$ cat src/rtl/score_pkg.sv
// Shared types and constants for the score_keeper game-state producer.
package score_pkg;

    typedef enum logic [1:0] {
        ST_IDLE = 2'd0,
        ST_HOLD = 2'd1,
        ST_OVER = 2'd2
    } state_t;

    localparam int POINTS_W = 10;
    localparam int LEVEL_W  = 4;
    localparam int SUM_W    = 11;

    localparam logic [SUM_W-1:0] MAX_POINTS = 11'd999;

endpackage

$ cat src/rtl/score_keeper_hold_timer.sv
// Load/decrement down-counter that times the level-up hold; o_done flags a zero count.
module hold_timer
    import score_pkg::*;
#(
    parameter int CNT_W = 26
) (
    input  logic             clock,
    input  logic             reset,
    input  logic             i_load,
    input  logic [CNT_W-1:0] i_load_value,
    input  logic             i_dec,
    output logic             o_done
);

    logic [CNT_W-1:0] r_count;

    always_ff @(posedge clock) begin
        if (reset) begin
            r_count <= '0;
        end else if (i_load) begin
            r_count <= i_load_value;
        end else if (i_dec && (r_count != '0)) begin
            r_count <= r_count - 1'b1;
        end
    end

    assign o_done = (r_count == '0);

endmodule

$ cat src/rtl/score_keeper.sv
// Accumulates scoring events into a saturating 0..999 total and advances the level.
// Build option: define SCORE_KEEPER_LEVELUP_HOLD_EN to pause intake for LEVELUP_HOLD cycles after a level-up.
module score_keeper
    import score_pkg::*;
#(
    parameter int POINTS_PER_LEVEL = 100,
    parameter int MAX_LEVEL        = 9,
    parameter int LEVELUP_HOLD     = 50_000_000
) (
    input  logic                clock,
    input  logic                reset,
    input  logic                event_valid,
    input  logic [3:0]          event_value,
    output logic                event_ready,
    output logic [POINTS_W-1:0] points,
    output logic [LEVEL_W-1:0]  level,
    output logic                level_up,
    output logic                game_over
);

    localparam logic [SUM_W-1:0] PPL = SUM_W'(POINTS_PER_LEVEL);

    if ((POINTS_PER_LEVEL < 16) || (POINTS_PER_LEVEL > 999) ||
        (MAX_LEVEL < 2) || (MAX_LEVEL > 15) || (LEVELUP_HOLD < 1)) begin : g_bad_params
        $error("score_keeper: parameter out of legal range");
    end

    function automatic logic [POINTS_W-1:0] sat_points(input logic [SUM_W-1:0] sum);
        return (sum > MAX_POINTS) ? POINTS_W'(MAX_POINTS) : sum[POINTS_W-1:0];
    endfunction

    state_t              r_state;
    state_t              w_state_next;
    logic [POINTS_W-1:0] r_points;
    logic [LEVEL_W-1:0]  r_level;
    logic [SUM_W-1:0]    r_threshold;

    logic [SUM_W-1:0]    w_sum;
    logic [LEVEL_W-1:0]  w_next_level;
    logic                w_accept;
    logic                w_levelup;
    logic                w_final;

    assign w_accept     = event_valid && event_ready;
    assign w_sum        = SUM_W'(r_points) + SUM_W'(event_value);
    // Compare against the unsaturated sum so a saturated total can never retrigger.
    assign w_levelup    = w_accept && (w_sum >= r_threshold);
    assign w_next_level = r_level + 1'b1;
    assign w_final      = (w_next_level == LEVEL_W'(MAX_LEVEL));

`ifdef SCORE_KEEPER_LEVELUP_HOLD_EN
    localparam int HOLD_W = (LEVELUP_HOLD > 1) ? $clog2(LEVELUP_HOLD) : 1;

    logic w_hold_load;
    logic w_hold_done;

    hold_timer #(
        .CNT_W(HOLD_W)
    ) u_hold_timer (
        .clock       (clock),
        .reset       (reset),
        .i_load      (w_hold_load),
        .i_load_value(HOLD_W'(LEVELUP_HOLD - 1)),
        .i_dec       (r_state == ST_HOLD),
        .o_done      (w_hold_done)
    );
`endif

    always_comb begin
        w_state_next = r_state;
`ifdef SCORE_KEEPER_LEVELUP_HOLD_EN
        w_hold_load  = 1'b0;
`endif
        case (r_state)
            ST_IDLE: begin
                if (w_levelup) begin
                    if (w_final) begin
                        w_state_next = ST_OVER;
                    end else begin
`ifdef SCORE_KEEPER_LEVELUP_HOLD_EN
                        w_state_next = ST_HOLD;
                        w_hold_load  = 1'b1;
`else
                        w_state_next = ST_IDLE;
`endif
                    end
                end
            end
            ST_HOLD: begin
`ifdef SCORE_KEEPER_LEVELUP_HOLD_EN
                if (w_hold_done) begin
                    w_state_next = ST_IDLE;
                end
`else
                w_state_next = ST_IDLE;
`endif
            end
            ST_OVER: begin
                w_state_next = ST_OVER;
            end
            default: begin
                w_state_next = ST_IDLE;
            end
        endcase
    end

    always_ff @(posedge clock) begin
        if (reset) begin
            r_state     <= ST_IDLE;
            r_points    <= '0;
            r_level     <= LEVEL_W'(1);
            r_threshold <= PPL;
        end else begin
            r_state <= w_state_next;
            if (w_accept) begin
                r_points <= sat_points(w_sum);
            end
            if (w_levelup) begin
                r_level     <= w_next_level;
                r_threshold <= r_threshold + PPL;
            end
        end
    end

    assign event_ready = (r_state == ST_IDLE);
    assign game_over   = (r_state == ST_OVER);
    assign points      = r_points;
    assign level       = r_level;

`ifdef SCORE_KEEPER_LEVELUP_HOLD_EN
    assign level_up = (r_state == ST_HOLD);
`else
    // Without a hold state, level_up is a one-cycle flag for non-final level-ups.
    logic r_level_up;

    always_ff @(posedge clock) begin
        if (reset) begin
            r_level_up <= 1'b0;
        end else begin
            r_level_up <= w_levelup && !w_final;
        end
    end

    assign level_up = r_level_up;
`endif

endmodule

$ cat config.mk
export PLATFORM = sky130hd
export DESIGN_NAME = score_keeper
export DESIGN_NICKNAME = d
export VERILOG_FILES = /design/src/rtl/score_pkg.sv /design/src/rtl/score_keeper_hold_timer.sv /design/src/rtl/score_keeper.sv
export SDC_FILE = /design/constraint.sdc
export NUM_CORES = 1
export LEC_CHECK = 0
export BUFFER_PORTS_ARGS = -buffer_cell sky130_fd_sc_hd__buf_2
export CORE_ASPECT_RATIO = 0.7
export CORE_MARGIN = 2
export CORE_UTILIZATION = 45
export CTS_CLUSTER_SIZE = 16
export DETAILED_ROUTE_END_ITERATION = 8
export GPL_ROUTABILITY_DRIVEN = 0
export PLACE_DENSITY_LB_ADDON = 0.08
export SKIP_LAST_GASP = 1
export SLEW_MARGIN = 40
export SYNTH_ARGS = -nofsm -noshare
export SYNTH_HDL_FRONTEND = slang
export SYNTH_SLANG_ARGS = --single-unit
$ cat constraint.sdc
create_clock -name clock -period 6.6 [get_ports clock]
set_input_delay 0.66 -clock clock [delete_from_list [all_inputs] [get_ports clock]]
set_output_delay 0.66 -clock clock [all_outputs]
set_load 0.02 [all_outputs]
==> out/summary.log <==
[final_layout] share of cells above drive strength 1 19.4%
[critical_path] data arrival at the endpoint of the critical path 4130 ps
[timing] FMAX 252 MHz
[critical_path] maximum fanout count along the critical path 10
[clocking] total setup buffers inserted after CTS 0
[placed_design] number of buffers added on ports 23
[drt] antenna viol nets, final 0
[timing] crit share post-route 60.1%
[synth] cell area after synthesis 1820 sq um
[pwr] worst ir drop on vdd 86.5 uV
[floorplan] standard-cell row count 19
[synth] proportion of register bits with asynchronous set or reset after synthesis 0%
[run] count of maximum capacitance violations 0
[timing] number of pins with negative max-slew slack in the final report 0
[synth] top cell type by total area after synthesis dfxtp_1
[critical_path] highest-delay cell along the critical path a21oi_2
[placed_design] Placed Cells 280
[floorplan] die outline width 80.0 microns
[synth] most common cell in the netlist nor2_1
[synth] simple-gate share of the synthesized area 20.3%
[hold_path] type of the most critical hold path reg -> reg
[drt] DR vias/cell 5.29
[clocking] latest clock arrival within the worst-skew pair 270 ps
[drt] 1st-iter DRT viols 79
[synth] dominant synthesized flop cell dfxtp_1
[drt] count of unresolved DRC violations after routing 0
[final_layout] Sequential cell area 500 sq um
[drt] total vias in the final route 1503
[final_layout] number of fill cells 391
[floorplan] number of placed I/O pins 24
[pwr] Int Pwr 231 uW
[clocking] root cell of the clock tree clkbuf_8
[pwr] switching portion of total power 31.9%
[clocking] count of hold buffers inserted by post-cts repair 0
[grt] number of antenna violations at the first check in global routing 0
[critical_path] Largest delay share family, worst path compound AO/OA/AOI/OAI gates
[synth] net count after synthesis 235
[critical_path] crit path buf inv count 2
[grt] vias in the first global route 1404
[synth] number of synthesized register bits 25
[grt] global-route usage over all layers 18.0%
[synth] cells taking the most area after synthesis dfxtp_1 (27%), ha_1 (10%), nor2_1 (5.6%)
[final_layout] multi-input gate area in the final layout 1220 sq um
[floorplan] starting density of the core 46.7%
[clocking] TritonCTS clock tree done
[pwr] Logic pwr share 23.7%
[synth] dominant combinational cell family by area after synthesis compound AO/OA/AOI/OAI gates
[clocking] post-CTS clock slew at the launch and capture registers of the worst setup and hold paths 90 ps
[drt] Detailed Routing Iterations Pass 1 4
[synth] parity-gate share of the synthesized area counting xor and xnor cells 3.37%
[floorplan] Die Footprint 4580 sq um
[placed_design] detailed-placement wirelength estimate 2800 microns
[critical_path] critical path class in -> reg
[floorplan] die height 57.2 microns
[critical_path] Setup crit start kind input pin
[synth] Gate Count Post-Synth 212
[critical_path] Crit. End Element flip-flop
[floorplan] core area 3900 sq um
[clocking] PostCTS Resize Cnt 0
[final_layout] final core area utilization 51.8%
[pwr] P_leak 0.837 nW
[synth] share of the synthesized area in the top cell type 27.5%
[clocking] number of levels the H-tree was split into 1
[status] status finished, final reports clean
[critical_path] critical path, cell by cell buf_2 -> ha_1 -> inv_1 -> fa_1 -> nor2b_4 -> o21a_4 -> nor2_1 -> nor2_1 -> and3_1 -> xor2_1 -> ha_1 -> a21o_1 -> a21o_1 -> a21oi_2 -> a211oi_2 -> mux2_1
[final_layout] signed area change from the synthesized netlist to the final layout 10.9%
[timing] final-report hold violation count 0
[critical_path] Crit path required time 6770 ps
[timing] Max Clock Skew 2.52 ps
[drt] final wirelength 3750 microns
[pwr] pwr/cell area 168 nW/um^2
[timing] Total Negative Setup Slacks 0 ps
[grt] largest net degree at the start of global routing 31
[pwr] part of the power in registers 48.6%
[clocking] worst-case clock buffer depth 2
[clocking] number of buffers created by CTS 3
[synth] number of synthesized flops with an enable pin 0
[synth] Synth top cells by count nor2_1 (27), dfxtp_1 (25), inv_1 (17)
[timing] final-report setup violation count 0
[grt] wire length of the first global-routing pass 6530 microns
[synth] post-synthesis adder-cell area fraction 11.4%
[critical_path] biggest cell delay along the critical path 530 ps
[synth] proportion of synthesized area in mux cells 7.63%
[pwr] relative contribution of the clock network to total power 27.7%
[synth] sequential share of the synthesized area 27.5%
[timing] RSZ-0062 raised after global routing no
[drt] average detailed-routed wire length per instance 13.2 microns
[clocking] Num Clock Sinks 25
[final_layout] Post-layout nets 256
[timing] min cycle time layout 3970 ps
[grt] Congestion Overflow GR 0
[timing] max-slew headroom at the worst pin 50.5%
[final_layout] Diodes inserted 0
[timing] transition time of the tightest slew-check pin 741 ps
[pwr] Psw 108 uW
[synth] Synth Warn # 0
[final_layout] Final Instance Count excl. Fillers 284
[synth] average footprint of a synthesized cell 8.59 sq um
[synth] Yosys cell types 46
[synth] share of the synthesized area in compound gates (AO/OA/AOI/OAI) 24.5%
## stage by stage
| step | hold WS (ps) | setup slack, ps | power (mW) | area, sq um |
|---|---|---|---|---|
| 2_1_floorplan | 460 | 2740 | 0.230 | 1820 |
| 3_3_place_gp | 460 | 2420 | 0.248 | 1970 |
| 3_5_place_dp | 466 | 2330 | 0.248 | 1970 |
| 4_1_cts | 480 | 2630 | 0.344 | 2020 |
| 5_1_grt | 509 | 2330 | 0.361 | 2020 |
| 6_report | 472 | 2630 | 0.339 | 2020 |
## power groups by stage
stage / sequential [mW] / combinational, mW / clock, mW
6_report: 0.165 / 0.0804 / 0.0937
5_1_grt: 0.166 / 0.0905 / 0.105
4_1_cts: 0.165 / 0.0807 / 0.0989
3_5_place_dp: 0.168 / 0.0800 / 0
3_3_place_gp: 0.168 / 0.0800 / 0
2_1_floorplan: 0.172 / 0.0580 / 0
## tightest hold or removal path, cell delays in order, from the launching register on
cell and delay, ps:
dfxtp_1 330, nand2_1 50, a21oi_1 50
## registers in the layout, indices dropped and copies added, names as in the netlist
signal / count
r_threshold: 9
points: 10
level_up: 1
level: 4
r_state: 1
## metal layers
layer  GRT usage [%]  up-vias  part of all wire [%]
met3            4.43        5                   4.9
met5               0        -                     0
met1            27.5      675                    55
li1                -      788                     -
met4            2.91        0                  0.61
met2            26.0       35                    40
## kinds of logic (layout without fill, tap and decap cells)
group	count (synthesis)	in the layout
simple gates	74	74
compound gates	52	52
flops	25	25
buf+inv	25	45
fa+ha+maj	16	16
mux	13	13
xor+xnor	7	7
## placed cells by master (no fill, tap or decap), types with 4 or more instances in the layout
master | synthesis | final
mux2i_1 | 6 | 6
o211ai_1 | 4 | 4
a211oi_2 | 8 | 8
nand2_1 | 14 | 14
buf_2 | 1 | 23
nand3_1 | 5 | 5
ha_1 | 15 | 15
o21ai_1 | 4 | 4
a21oi_1 | 13 | 13
o21ai_0 | 5 | 5
nor2_1 | 27 | 27
nor2b_1 | 7 | 7
mux2_1 | 7 | 7
dfxtp_1 | 25 | 25
nor3_1 | 6 | 6
xor2_1 | 5 | 5
inv_1 | 17 | 17
## worst paths after layout
check	from	endpoint	slack, ps	depth (start not counted)
worst min-delay path	points[3]	points[3]	470	2
worst max-delay path	event_value[0]	level[3]	2630	16
worst max register to register	points[0]	level[3]	2730	15
worst min register to register	points[3]	points[3]	470	2
## cell type report
class,instances,share of cell area [%]
timing repair buffer,23,5.70
clock buffer,3,2.04
multi-input combinational,162,60.7
inverter,18,3.35
tap,52,3.22
clock inverter,1,0.248
sequential,25,24.8
Note: power is estimated with default switching activity, not from simulation.
